[src/rtl/mc_ctrl_pkg.sv]
// mc_ctrl_pkg: shared encodings for the multicycle control unit.
// Holds the FSM state encoding, the supported opcodes, the ALU operation
// codes driven on Aluop, the AlUsrcB / PCSource mux encodings and the
// instruction classes produced by mc_op_decode.
package mc_ctrl_pkg;

  typedef enum logic [3:0] {
    S_FETCH  = 4'd0,
    S_DECODE = 4'd1,
    S_MEMADR = 4'd2,
    S_MEMRD  = 4'd3,
    S_MEMWB  = 4'd4,
    S_MEMWR  = 4'd5,
    S_EXEC_R = 4'd6,
    S_RWB    = 4'd7,
    S_BRANCH = 4'd8,
    S_JUMP   = 4'd9,
    S_EXEC_I = 4'd10,
    S_IWB    = 4'd11,
    S_TRAP   = 4'd12
  } state_e;

  localparam logic [5:0] RTYPE = 6'b000000;
  localparam logic [5:0] LW    = 6'b100011;
  localparam logic [5:0] SW    = 6'b101011;
  localparam logic [5:0] BEQ   = 6'b000100;
  localparam logic [5:0] J     = 6'b000010;
  localparam logic [5:0] ADDI  = 6'b001000;
  localparam logic [5:0] ANDI  = 6'b001100;
  localparam logic [5:0] ORI   = 6'b001101;

  localparam logic [2:0] ALU_ADD   = 3'b100;
  localparam logic [2:0] ALU_FUNCT = 3'b010;
  localparam logic [2:0] ALU_SUB   = 3'b111;
  localparam logic [2:0] ALU_AND   = 3'b101;
  localparam logic [2:0] ALU_OR    = 3'b011;

  localparam logic [1:0] SRCB_B     = 2'b00;
  localparam logic [1:0] SRCB_FOUR  = 2'b01;
  localparam logic [1:0] SRCB_IMM   = 2'b10;
  localparam logic [1:0] SRCB_IMMSH = 2'b11;

  localparam logic [1:0] PCSRC_ALU    = 2'b00;
  localparam logic [1:0] PCSRC_ALUOUT = 2'b01;
  localparam logic [1:0] PCSRC_JUMP   = 2'b10;

  typedef enum logic [2:0] {
    CLS_LW  = 3'd0,
    CLS_SW  = 3'd1,
    CLS_R   = 3'd2,
    CLS_BEQ = 3'd3,
    CLS_J   = 3'd4,
    CLS_I   = 3'd5,
    CLS_ILL = 3'd6
  } instrClass_e;

endpackage

[src/rtl/mc_op_decode.sv]
// mc_op_decode: combinational opcode classifier.
// Ports:
//   opCode     in  IR[31:26]
//   instrClass out instruction class driving the DECODE dispatch
//   immAluOp   out ALU operation for immediate instructions (add otherwise)
//   legal      out 1 when opCode is one of the supported instructions
module mc_op_decode
  import mc_ctrl_pkg::*;
(
  input  logic [5:0]  opCode,
  output instrClass_e instrClass,
  output logic [2:0]  immAluOp,
  output logic        legal
);

  always_comb begin
    instrClass = CLS_ILL;
    immAluOp   = ALU_ADD;
    legal      = 1'b1;
    case (opCode)
      LW:    instrClass = CLS_LW;
      SW:    instrClass = CLS_SW;
      RTYPE: instrClass = CLS_R;
      BEQ:   instrClass = CLS_BEQ;
      J:     instrClass = CLS_J;
      ADDI:  instrClass = CLS_I;
      ANDI: begin
        instrClass = CLS_I;
        immAluOp   = ALU_AND;
      end
      ORI: begin
        instrClass = CLS_I;
        immAluOp   = ALU_OR;
      end
      default: legal = 1'b0;
    endcase
  end

endmodule

[src/rtl/multicycle_control.sv]
// multicycle_control: Moore control FSM for a multicycle MIPS-style datapath.
// Ports:
//   clk, rst        rising-edge clock, asynchronous active-high reset
//   opCode          IR[31:26], only looked at in DECODE
//   mem_ready       memory finishes the current access this cycle
//   PCWrite..AlUsrcA, AlUsrcB, PCSource, Aluop  datapath enables/selects
//   illegal_op      one-cycle pulse in TRAP
//   instr_done      one-cycle pulse on the last cycle of an instruction
//   state           current FSM state (debug)
module multicycle_control
  import mc_ctrl_pkg::*;
(
  input  logic       clk,
  input  logic       rst,
  input  logic [5:0] opCode,
  input  logic       mem_ready,
  output logic       PCWrite,
  output logic       PCWriteCond,
  output logic       IorD,
  output logic       MemRead,
  output logic       MemWrite,
  output logic       IRWrite,
  output logic       MemReg,
  output logic       RegDst,
  output logic       RegWrite,
  output logic       AlUsrcA,
  output logic [1:0] AlUsrcB,
  output logic [1:0] PCSource,
  output logic [2:0] Aluop,
  output logic       illegal_op,
  output logic       instr_done,
  output logic [3:0] state
);

  state_e      curState;
  logic [2:0]  aluOpReg;
  logic        storeReg;   // remembers lw vs sw past DECODE
  instrClass_e instrClass;
  logic [2:0]  immAluOp;
  logic        legal;

  mc_op_decode uDecode (
    .opCode     (opCode),
    .instrClass (instrClass),
    .immAluOp   (immAluOp),
    .legal      (legal)
  );

  always_ff @(posedge clk or posedge rst) begin
    if (rst) begin
      curState <= S_FETCH;
      aluOpReg <= 3'b000;
      storeReg <= 1'b0;
    end else begin
      case (curState)
        S_FETCH:  if (mem_ready) curState <= S_DECODE;
        S_DECODE: begin
          aluOpReg <= immAluOp;
          storeReg <= (instrClass == CLS_SW);
          if (!legal) curState <= S_TRAP;
          else begin
            case (instrClass)
              CLS_LW, CLS_SW: curState <= S_MEMADR;
              CLS_R:          curState <= S_EXEC_R;
              CLS_BEQ:        curState <= S_BRANCH;
              CLS_J:          curState <= S_JUMP;
              CLS_I:          curState <= S_EXEC_I;
              default:        curState <= S_TRAP;
            endcase
          end
        end
        S_MEMADR: curState <= storeReg ? S_MEMWR : S_MEMRD;
        S_MEMRD:  if (mem_ready) curState <= S_MEMWB;
        S_MEMWR:  if (mem_ready) curState <= S_FETCH;
        S_EXEC_R: curState <= S_RWB;
        S_EXEC_I: curState <= S_IWB;
        default:  curState <= S_FETCH;
      endcase
    end
  end

  assign state = curState;

  // Outputs decode the state register; rst gates them so strobes drop
  // the moment reset rises rather than at the next edge.
  always_comb begin
    PCWrite     = 1'b0;
    PCWriteCond = 1'b0;
    IorD        = 1'b0;
    MemRead     = 1'b0;
    MemWrite    = 1'b0;
    IRWrite     = 1'b0;
    MemReg      = 1'b0;
    RegDst      = 1'b0;
    RegWrite    = 1'b0;
    AlUsrcA     = 1'b0;
    AlUsrcB     = SRCB_B;
    PCSource    = PCSRC_ALU;
    Aluop       = 3'b000;
    illegal_op  = 1'b0;
    instr_done  = 1'b0;
    if (!rst) begin
      case (curState)
        S_FETCH: begin
          MemRead = 1'b1;
          AlUsrcB = SRCB_FOUR;
          Aluop   = ALU_ADD;
          IRWrite = mem_ready;
          PCWrite = mem_ready;
        end
        S_DECODE: begin
          AlUsrcB = SRCB_IMMSH;
          Aluop   = ALU_ADD;
        end
        S_MEMADR: begin
          AlUsrcA = 1'b1;
          AlUsrcB = SRCB_IMM;
          Aluop   = ALU_ADD;
        end
        S_MEMRD: begin
          MemRead = 1'b1;
          IorD    = 1'b1;
        end
        S_MEMWB: begin
          RegWrite   = 1'b1;
          MemReg     = 1'b1;
          instr_done = 1'b1;
        end
        S_MEMWR: begin
          MemWrite   = 1'b1;
          IorD       = 1'b1;
          instr_done = mem_ready;
        end
        S_EXEC_R: begin
          AlUsrcA = 1'b1;
          AlUsrcB = SRCB_B;
          Aluop   = ALU_FUNCT;
        end
        S_RWB: begin
          RegWrite   = 1'b1;
          RegDst     = 1'b1;
          instr_done = 1'b1;
        end
        S_BRANCH: begin
          AlUsrcA     = 1'b1;
          AlUsrcB     = SRCB_B;
          Aluop       = ALU_SUB;
          PCWriteCond = 1'b1;
          PCSource    = PCSRC_ALUOUT;
          instr_done  = 1'b1;
        end
        S_JUMP: begin
          PCWrite    = 1'b1;
          PCSource   = PCSRC_JUMP;
          instr_done = 1'b1;
        end
        S_EXEC_I: begin
          AlUsrcA = 1'b1;
          AlUsrcB = SRCB_IMM;
          Aluop   = aluOpReg;
        end
        S_IWB: begin
          RegWrite   = 1'b1;
          Aluop      = aluOpReg;
          instr_done = 1'b1;
        end
        S_TRAP:  illegal_op = 1'b1;
        default: ;
      endcase
    end
  end

endmodule

[config.mk]
export PLATFORM = sky130hd
export DESIGN_NAME = multicycle_control
export DESIGN_NICKNAME = d
export VERILOG_FILES = /design/src/rtl/mc_ctrl_pkg.sv /design/src/rtl/mc_op_decode.sv /design/src/rtl/multicycle_control.sv
export SDC_FILE = /design/constraint.sdc
export NUM_CORES = 1
export LEC_CHECK = 0
export CAP_MARGIN = 20
export CORE_MARGIN = 8
export CORE_UTILIZATION = 46
export DETAILED_ROUTE_END_ITERATION = 6
export GPL_ROUTABILITY_DRIVEN = 0
export GPL_TIMING_DRIVEN = 0
export PLACE_DENSITY_LB_ADDON = 0.05
export SETUP_SLACK_MARGIN = 0.5
export SLEW_MARGIN = 20
export SYNTH_ARGS = -nofsm -noshare
export SYNTH_HDL_FRONTEND = slang
export SYNTH_SLANG_ARGS = --single-unit
[constraint.sdc]
create_clock -name clk -period 4.54 [get_ports clk]
set_clock_uncertainty 0.05 [all_clocks]
set_input_delay 0.908 -clock clk [delete_from_list [all_inputs] [get_ports clk]]
set_output_delay 0.908 -clock clk [all_outputs]
set_load 0.02 [all_outputs]
* Word level (Yosys, flattened, before mapping)
Index checks and enable logic that the tools add are counted. Widths: inputs -> output; s select.
Word-level totals: bits of input ports 9, register bits 8, logic and storage cells 85
Cells by class: multiplexer cells 40, reduce and logical (&&, ||, !) cells 15, eq/ne operators 27
Operator list (number):
- $pmux 4 s7 | 1
- $mux 1 | 23
- $eq 4x4->1 const B | 5
- $pmux 4 s5 | 1
- $eq 6x4->1 const B | 3
- $pmux 3 s6 | 1
- $eq 4x3->1 const B | 4
- $mux 4 | 4
- $eq 6x6->1 const B | 2
- $pmux 3 s4 | 1
- $reduce_or 2->1 | 5
- $reduce_or 3->1 | 3
- $eq 4x2->1 const B | 2
- $reduce_or 8->1 | 1
- $eq 3x2->1 const B | 2
- $eq 3x3->1 const B | 2
- $eq 6x2->1 const B | 1
- $eq 6x3->1 const B | 1
- $logic_not 6->1 | 1
- $mux 3 | 2
- $ne 2x2->1 const B | 3
- $pmux 2 s3 | 1
- $pmux 3 s2 | 1
- $reduce_or 5->1 | 1
- 9 further kinds | 11

* Logic depth before layout (Yosys ltp)
Gate-level depths: netlist of the first run.
depth in word-level cells 8, mapped depth 6

* By module
A second synthesis of the first run with hierarchy kept.
Unflattened totals: cell total of the unflattened synthesis 120, area total of the unflattened synthesis 914.6 um^2
By module, submodules not included:
- multicycle_control | seq. area each 200.2 um^2, times used 1, area an instance 780.7 um^2, cells each 100
- mc_op_decode | seq. area each 0.0 um^2, times used 1, area an instance 133.9 um^2, cells each 20

* Least setup slack after synthesis of the first run
No wires, ideal clock.
path kind input port to output port, start input rst, end output PCSource[0], path buffers 1, slack 1.666 ns, required time 3.582 ns, stages on the path 4, arrival 1.916 ns, cell sequence inv_1 -> nand3_1 -> nor2_1 -> buf_4
Between the ends: word-level cells in the longest chain between the ends 1
Ends and longest elaborated chain:
- from (decl) | RTL line multicycle_control.sv:14 | input logic rst,
- $mux 2 | RTL line multicycle_control.sv:102 | if (!rst) begin
- to (decl) | RTL line multicycle_control.sv:28 | output logic [1:0] PCSource,
No other way between the ends.

* Final worst setup path of the first run
Ends and elaborated chain as after synthesis.

==> reports/qor.yml, run 1 <==
status:
  status: "finished clean"
route:
  first_pass_iters: 4
  drtIter0Drc: 28
  post_drt_wl_per_cell_um: 14.4
  routed_wl_um: 2410
  vias_per_cell: 5.73
  ant_nets: 0
  drc: 0
  num_vias: 963
timing:
  period_needed_ns: 3.82
  worst_slew_pin_slew_ns: 0.446
  timing.setup.tns_ns: 0
  min_period_over_period: 0.841
  finalHoldViolCount: 0
  drv_slew: 0
  setup_viol: 0
  holdWs_ns: 0.423
  maxSlewHeadroom: 0.702
  fmax_ghz: 0.262
  layout_setup_ws_ns: 0.723
  rsz0062_at_grt: "no"
floorplan:
  dieWidth_um: 58.5
  num_rows: 15
  coreArea_sq_um: 1710
  pin_count: 32
  dieHeight_um: 58.5
  die_area_sq_um: 3420
  start_util: 0.486
finish:
  design_area_sq_um: 1190
  drive_above_1_share: 0.112
  syn_to_final_growth_pct: 43.1
  fin_cells: 168
  mostFrequentLayoutCells: "clkdlybuf4s50_1 (30), nor2_1 (11), nand2_1 (8), a21oi_1 (8), dfrtp_1 (8)"
  layout_commonest_cell: "clkdlybuf4s50_1"
  num_antenna_cells: 0
  final_util: 0.695
  nets: 154
worst_setup_path:
  cp-end-kind: "output pin"
  crit_fanout: 11
  path_class: "in -> out"
  rr_startpoint: "state[1]$_DFFE_PP0P_"
  arrival_ns: 2.86
  r2r-end: "state[0]$_DFFE_PP0P_"
  worst_r2r_path_depth: 5
  startpoint: "rst"
  r2r_slack_ns: 2.92
  crit_required_ns: 3.58
  cp-endpoint: "PCSource[0]"
  cp-start-kind: "input port"
synth:
  synth_seq_cells: 8
  synth_edf_count: 0
  yosys_warnings: 0
  synth_fp_nets: 119
  async_reset_ff_frac: 1.00
  mappedNetlistArea_sq_um: 830
  syn_avg_cell_area_sq_um: 7.54
  yosysUniqueCellTypes: 44
  synth_cells: 110
  yosysSeqAreaShare: 0.241
  synth_flop_cell: "dfrtp_1"
grt:
  grt_first_pass_wirelength_um: 4130
  grt_overflow: 0
  grt_pass1_vias: 968
  grt.total_usage: 0.149
  grt_max_degree: 12
  antenna_found_initial: 0
clock_tree:
  ctsHoldBuffers: 0
  cts.sinks: 8
  cts-root-buf: "clkbuf_4"
  insertion_delay_ns: 0.26
  htreeDepth: 1
  cts_setup_buffers: 0
  cts_tree: "done"
  cts_buffer_depth: 2
  path_clk_slew_ns: 0.06
  cts_buffers: 3
hold_path:
  hold_class: "reg -> reg"
placement:
  pre_cts_ws_ns: 0.638
  place_area_sq_um: 1160
  dp_hpwl_um: 1910
  dpl.cell_count: 165
  numPortBuffers: 30
flow_run:
  cap_violations: 0
power_and_ir_drop:
  power_density_nw_per_um2: 541
  peakVddDrop_mv: 0.231
  leakage_nw: 0.445
  totalPowerFinal_mw: 0.642
## repair_timing
| item | in CTS | in global routing |
|---|---|---|
| resized for setup | 0 | 1 |
| hold endpoints to repair | 0 | 0 |
| endpoints found under the setup margin | 0 | 1 |
## cells in the mapped netlist (2+ instances only)
library cell  count  area (sq um)
nor3b_1           2          15.0
nor2_1           11          41.3
nor4_1            2          12.5
nand2b_1          3          18.8
a22o_1            2          17.5
o21ai_0           7          35.0
buf_2             3          15.0
a21oi_1           8          40.0
nor3_1            4          20.0
nand2_1           8          30.0
clkbuf_1          4          15.0
or3_1             4          25.0
a31oi_1           2          12.5
o21bai_1          2          15.0
mux2i_1           2          20.0
nand3_1           4          20.0
o22ai_1           2          12.5
dfrtp_1           8           200
inv_1             7          26.3
## how the worst min path moves through the flow
stage                                        from                      end  depth (start not counted)
final                     aluOpReg[0]$_DFFE_PP0P_  aluOpReg[0]$_DFFE_PP0P_                          1
after global routing      aluOpReg[0]$_DFFE_PP0P_  aluOpReg[0]$_DFFE_PP0P_                          1
after CTS                 aluOpReg[0]$_DFFE_PP0P_  aluOpReg[0]$_DFFE_PP0P_                          1
after detailed placement  aluOpReg[0]$_DFFE_PP0P_  aluOpReg[0]$_DFFE_PP0P_                          1
after global placement    aluOpReg[0]$_DFFE_PP0P_  aluOpReg[0]$_DFFE_PP0P_                          1
after floorplan           aluOpReg[0]$_DFFE_PP0P_  aluOpReg[0]$_DFFE_PP0P_                          1
## flip-flops by register name, summed over array words and instances, names as in the netlist
register,cells
state,4
aluOpReg,3
storeReg,1
## power breakdown
group	total, mW	internal (mW)	switching (mW)	leakage (nW)
Clock	0.0562	0.0304	0.0259	0.0138
Sequential	0.107	0.0898	0.0169	0.103
Combinational	0.479	0.208	0.271	0.329
Total	0.642	0.328	0.314	0.445
## routing by layer
layer | vias up | GRT usage | wire, um
li1 | 474 | - | -
met1 | 432 | 0.161 | 922
met3 | 8 | 0.0565 | 237
met5 | - | 0 | 0
met2 | 49 | 0.250 | 1190
met4 | 0 | 0.0699 | 61
## worst max-delay path, cell delays in order
cell and delay [ns]:
clkdlybuf4s50_1 0.64, clkinvlp_4 0.32, nand3_1 0.25, nor2_1 0.08, buf_4 0.13, clkdlybuf4s50_1 0.53
## cells by family (layout without fill, tap and decap cells)
| group | Yosys count | in the layout | share of synthesized area |
|---|---|---|---|
| mux | 3 | 3 | 0.0377 |
| buf+inv | 16 | 49 | 0.0905 |
| simple gates | 46 | 46 | 0.317 |
| flops | 8 | 8 | 0.241 |
| compound gates | 37 | 37 | 0.314 |
## final cells by class
class,count,area (sq um)
tap,25,31.3
inverter,7,30.0
buffer,9,48.8
multi-input combinational,86,554
clock buffer,3,22.5
sequential,8,200
timing repair buffer,30,300
fill,150,520
No activity file was read; power rests on OpenSTA's default activity.
==> inputs of run 2 (changes only) <==
--- a/config.mk
+++ b/config.mk
@@ -7,7 +7,7 @@
 export LEC_CHECK = 0
 export CAP_MARGIN = 20
 export CORE_MARGIN = 8
-export CORE_UTILIZATION = 46
+export CORE_UTILIZATION = 43
 export DETAILED_ROUTE_END_ITERATION = 6
 export GPL_ROUTABILITY_DRIVEN = 0
 export GPL_TIMING_DRIVEN = 0
==> constraint.sdc (replaced) <==
create_clock -name clk -period 3.6 [get_ports clk]
set_clock_uncertainty 0.05 [all_clocks]
set_input_delay 0.72 -clock clk [delete_from_list [all_inputs] [get_ports clk]]
set_output_delay 0.72 -clock clk [all_outputs]
set_load 0.02 [all_outputs]
==> reports/qor.yml, run 2 (synthesized netlist as in run 1, its figures left out) <==
route:
  first_pass_iters: 4  # unchanged
  drc: 0  # unchanged
  num_vias: 975  # was 963
  vias_per_cell: 5.67  # was 5.73
  post_drt_wl_per_cell_um: 14.0  # was 14.4 um
  routed_wl_um: 2400  # was 2410 um
  ant_nets: 0  # unchanged
  drtIter0Drc: 18  # was 28
flow_run:
  cap_violations: 0  # unchanged
finish:
  layout_commonest_cell: "clkdlybuf4s50_1"  # unchanged
  mostFrequentLayoutCells: "clkdlybuf4s50_1 (26), nor2_1 (11), nand2_1 (8), a21oi_1 (8), dfrtp_1 (8)"  # was clkdlybuf4s50_1 (30), nor2_1 (11), nand2_1 (8), a21oi_1 (8), dfrtp_1 (8)
  final_util: 0.644  # was 0.695
  syn_to_final_growth_pct: 46.0  # was 43.1%
  nets: 156  # was 154
  num_antenna_cells: 0  # unchanged
  drive_above_1_share: 0.138  # was 0.112
  largest_reg_flops: 4  # unchanged
  fin_cells: 172  # was 168
power_and_ir_drop:
  leakage_nw: 0.500  # was 0.445 nW
  power_density_nw_per_um2: 666  # was 541 nW/um^2
  peakVddDrop_mv: 0.309  # was 0.231 mV
worst_setup_path:
  crit_required_ns: 2.83  # was 3.58 ns
  cp-end-kind: "output pin"  # unchanged
  arrival_ns: 2.21  # was 2.86 ns
  path_cells: "dlygate4sd2_1, clkinvlp_4, nand3_1, nor2_1, buf_4, clkdlybuf4s50_1"  # was clkdlybuf4s50_1, clkinvlp_4, nand3_1, nor2_1, buf_4, clkdlybuf4s50_1
  crit_family: "buffers and inverters"  # unchanged
  max_stage_delay_ns: 0.59  # was 0.64 ns
  crit_buf_inv: 4  # unchanged
  cp-start-kind: "input port"  # unchanged
  crit_fanout: 7  # was 11
  cpMaxStageDelayCell: "clkdlybuf4s50_1"  # unchanged
  path_class: "in -> out"  # unchanged
timing:
  maxSlewHeadroom: 0.729  # was 0.702
  period_needed_ns: 2.98
  finalHoldViolCount: 0  # unchanged
  min_period_over_period: 0.828
  timing.setup.tns_ns: 0  # unchanged
  drv_slew: 0  # unchanged
  rsz0062_at_grt: "yes"  # was no
  fmax_ghz: 0.335
  worst_slew_pin_slew_ns: 0.403  # was 0.446 ns
  setup_viol: 0  # unchanged
status:
  status: "finished clean"  # unchanged
clock_tree:
  insertion_delay_ns: 0.26  # about the same
  path_clk_slew_ns: 0.06  # about the same
  cts-root-buf: "clkbuf_4"  # unchanged
  cts_tree: "done"  # unchanged
  ctsHoldBuffers: 0  # unchanged
  cts_buffer_depth: 2  # unchanged
  cts.sinks: 8  # unchanged
  cts_buffers: 3  # unchanged
  htreeDepth: 1  # unchanged
floorplan:
  dieHeight_um: 59.9  # was 58.5 um
  die_area_sq_um: 3590  # was 3420 sq um
  start_util: 0.441  # was 0.486
  dieWidth_um: 59.9  # was 58.5 um
  coreArea_sq_um: 1880  # was 1710 sq um
  pin_count: 32  # unchanged
  num_rows: 16  # was 15
hold_path:
  hold_class: "reg -> reg"  # unchanged
grt:
  grt_max_degree: 11  # was 12
  grt_overflow: 0  # unchanged
  grt.total_usage: 0.138  # was 0.149
  antenna_found_initial: 0  # unchanged
  grt_first_pass_wirelength_um: 3840  # was 4130 um
  grt_pass1_vias: 905  # was 968
placement:
  numPortBuffers: 30  # unchanged
  dpl.cell_count: 167  # was 165
  dp_hpwl_um: 1890  # was 1910 um
run 2: cell type report:
cell class / instances / area [sq um]
timing repair buffer: 32 / 318
tap: 27 / 33.8
fill: 193 / 671
buffer: 9 / 50.0
clock buffer: 3 / 22.5
sequential: 8 / 200
inverter: 7 / 30.0
multi-input combinational: 86 / 557
run 2: repair_timing:
action,4_1_cts,5_1_grt
gates resized for setup,3,5
endpoints found under the setup margin,14,13
buffers inserted,2,0
run 2: worst paths after layout:
check,startpoint,end,slack (ns),depth (start not counted)
max in group asynchronous,rst,state[3]$_DFFE_PP0P_,2.69,3
worst min register to register,aluOpReg[0]$_DFFE_PP0P_,aluOpReg[0]$_DFFE_PP0P_,0.43,1
worst min-delay path,aluOpReg[0]$_DFFE_PP0P_,aluOpReg[0]$_DFFE_PP0P_,0.43,1
min in group asynchronous,rst,aluOpReg[0]$_DFFE_PP0P_,0.67,3
worst max register to register,state[1]$_DFFE_PP0P_,state[0]$_DFFE_PP0P_,1.99,5
worst max-delay path,rst,PCSource[0],0.62,6
run 2: metal layers:
layer	wire length (um)	GRT usage	vias to the layer above
met4	23	0.0612	0
met3	162	0.0387	4
met1	967	0.145	460
li1	-	-	479
met5	0	0	-
met2	1250	0.248	32
run 2: where the power goes:
part / switching (mW) / internal (mW)
Sequential: 0.0211 / 0.113
Combinational: 0.338 / 0.262
Clock: 0.0336 / 0.0384
Total: 0.393 / 0.414
run 2: per-stage QoR:
stage | power (mW) | instance area (sq um) | hold slack [ns] | setup slack [ns]
floorplan | 0.523 | 830 | 0.394 | 1.10
global placement | 0.734 | 1160 | 0.412 | 0.0933
detailed placement | 0.735 | 1160 | 0.420 | 0.0821
CTS | 0.808 | 1200 | 0.434 | 0.442
global route | 0.864 | 1210 | 0.454 | 0.486
finish | 0.806 | 1210 | 0.433 | 0.619
==> inputs of run 3 (changes only) <==
--- a/config.mk
+++ b/config.mk
@@ -7,7 +7,7 @@
 export LEC_CHECK = 0
 export CAP_MARGIN = 20
 export CORE_MARGIN = 8
-export CORE_UTILIZATION = 43
+export CORE_UTILIZATION = 39
 export DETAILED_ROUTE_END_ITERATION = 6
 export GPL_ROUTABILITY_DRIVEN = 0
 export GPL_TIMING_DRIVEN = 0
==> constraint.sdc (replaced) <==
create_clock -name clk -period 2.7 [get_ports clk]
set_clock_uncertainty 0.05 [all_clocks]
set_input_delay 0.54 -clock clk [delete_from_list [all_inputs] [get_ports clk]]
set_output_delay 0.54 -clock clk [all_outputs]
set_load 0.02 [all_outputs]
==> reports/qor.yml, run 3 (synthesized netlist as in run 1, its figures left out) <==
status:
  status: "finished clean"  # unchanged
finish:
  largest_reg_flops: 4  # unchanged
  design_area_sq_um: 1310  # was 1210 sq um
  syn_to_final_growth_pct: 57.8  # was 46.0%
  drive_above_1_share: 0.423  # was 0.138
  layout_commonest_cell: "buf_4"  # was clkdlybuf4s50_1
  nets: 167  # was 156
  num_antenna_cells: 0  # unchanged
  mostFrequentLayoutCells: "buf_4 (17), buf_2 (12), nor2_1 (10)"  # was clkdlybuf4s50_1 (26), nor2_1 (11), nand2_1 (8), a21oi_1 (8), dfrtp_1 (8)
clock_tree:
  cts_buffer_depth: 2  # unchanged
  cts_tree: "done"  # unchanged
  path_clk_slew_ns: 0.06  # about the same
  htreeDepth: 1  # unchanged
  cts.sinks: 8  # unchanged
  ctsHoldBuffers: 0  # unchanged
  insertion_delay_ns: 0.25  # was 0.26 ns
  cts-root-buf: "clkbuf_4"  # unchanged
  cts_buffers: 3  # unchanged
route:
  vias_per_cell: 5.50  # was 5.67
  routed_wl_um: 2800  # was 2400 um
  post_drt_wl_per_cell_um: 15.3  # was 14.0 um
  first_pass_iters: 4  # unchanged
  drc: 0  # unchanged
  ant_nets: 0  # unchanged
  num_vias: 1006  # was 975
  drtIter0Drc: 35  # was 18
floorplan:
  start_util: 0.419  # was 0.441
  dieWidth_um: 62.1  # was 59.9 um
  die_area_sq_um: 3860  # was 3590 sq um
  pin_count: 32  # unchanged
  dieHeight_um: 62.1  # was 59.9 um
  coreArea_sq_um: 1980  # was 1880 sq um
  num_rows: 16  # unchanged
power_and_ir_drop:
  peakVddDrop_mv: 0.486  # was 0.309 mV
  power_density_nw_per_um2: 927  # was 666 nW/um^2
  leakage_nw: 0.571  # was 0.500 nW
flow_run:
  cap_violations: 0  # unchanged
hold_path:
  hold_class: "reg -> reg"  # unchanged
timing:
  maxSlewHeadroom: 0.774  # was 0.729
  period_needed_ns: 2.16
  worst_slew_pin_slew_ns: 0.335  # was 0.403 ns
  fmax_ghz: 0.463
  drv_slew: 0  # unchanged
  finalHoldViolCount: 0  # unchanged
  timing.setup.tns_ns: 0  # unchanged
  setup_viol: 0  # unchanged
  rsz0062_at_grt: "yes"  # unchanged
  min_period_over_period: 0.801
worst_setup_path:
  max_stage_delay_ns: 0.41  # was 0.59 ns
  arrival_ns: 1.57  # was 2.21 ns
  crit_fanout: 5  # was 7
  cp-start-kind: "flip-flop"  # was input port
  crit_family: "simple AND/OR/NAND/NOR gates"  # was buffers and inverters
  cp-end-kind: "output pin"  # unchanged
  path_cells: "buf_4, nand2b_4, nand3b_1, or2_2, a21oi_2, buf_6"  # was dlygate4sd2_1, clkinvlp_4, nand3_1, nor2_1, buf_4, clkdlybuf4s50_1
  path_class: "reg -> out"  # was in -> out
  crit_buf_inv: 2  # was 4
  crit_required_ns: 2.11  # was 2.83 ns
  cpMaxStageDelayCell: "dfrtp_2"  # was clkdlybuf4s50_1
placement:
  numPortBuffers: 30  # unchanged
  place_area_sq_um: 1180  # was 1160 sq um
  dp_hpwl_um: 2010  # was 1890 um
grt:
  grt_overflow: 0  # unchanged
  grt_first_pass_wirelength_um: 4440  # was 3840 um
  grt_pass1_vias: 973  # was 905
  antenna_found_initial: 0  # unchanged
  grt_max_degree: 11  # unchanged
  grt.total_usage: 0.136  # was 0.138
run 3: what timing repair did:
item                       in CTS  in global routing
setup buffers                   3                 10
hold endpoints to repair        0                  0
pin swaps                       0                  3
gates resized for setup        90                 19
setup endpoints to repair      19                 17
run 3: area by class of cell:
type                    instances  area [sq um]
inverters                       7          30.0
multi-input cells              86           603
fillers                       166           673
well taps                      27          33.8
clock buffers                   3          22.5
plain buffers                   9          86.3
repair buffers                 43           330
flip-flops and latches          8           203
run 3: report_power, final:
group          internal, mW  switching [mW]  total [mW]
combinational         0.428           0.511       0.939
sequential            0.153          0.0287       0.182
clock                0.0509          0.0412      0.0921
run 3: worst reg2reg max path, delay by kind of cell, from the launching register on:
kind / cells / cell delay, ns
compound gates: 1 / 0.15
buf+inv: 1 / 0.15
flops: 1 / 0.46
simple gates: 3 / 0.76
run 3: metrics by stage:
stage          instances  setup WS, ns   util  hold slack, ns  power [mW]
2_1_floorplan        110         0.452      -           0.330       0.712
3_3_place_gp         167        -0.464  0.598           0.418        1.00
3_5_place_dp         167        -0.482  0.598           0.436        1.00
4_1_cts              173         0.438  0.631           0.421        1.14
5_1_grt              183         0.464  0.660           0.482        1.30
6_report             183         0.538  0.660           0.452        1.21
run 3: layer usage:
layer,part of all wire,track usage
met5,0,0
met4,0.015,0.0612
met3,0.060,0.0430
met2,0.50,0.239
met1,0.42,0.143
run 3: final timing paths:
path	from	endpoint	slack, ns	cells after the start
worst max-delay path	state[0]$_DFFE_PP0P_	RegWrite	0.54	6
worst min-delay path	aluOpReg[0]$_DFFE_PP0P_	aluOpReg[0]$_DFFE_PP0P_	0.45	1
worst max register to register	state[1]$_DFFE_PP0P_	state[0]$_DFFE_PP0P_	1.05	5
worst min register to register	aluOpReg[0]$_DFFE_PP0P_	aluOpReg[0]$_DFFE_PP0P_	0.45	1
max in group asynchronous	rst	aluOpReg[2]$_DFFE_PP0P_	1.96	4
min in group asynchronous	rst	state[0]$_DFFE_PP0P_	0.48	3
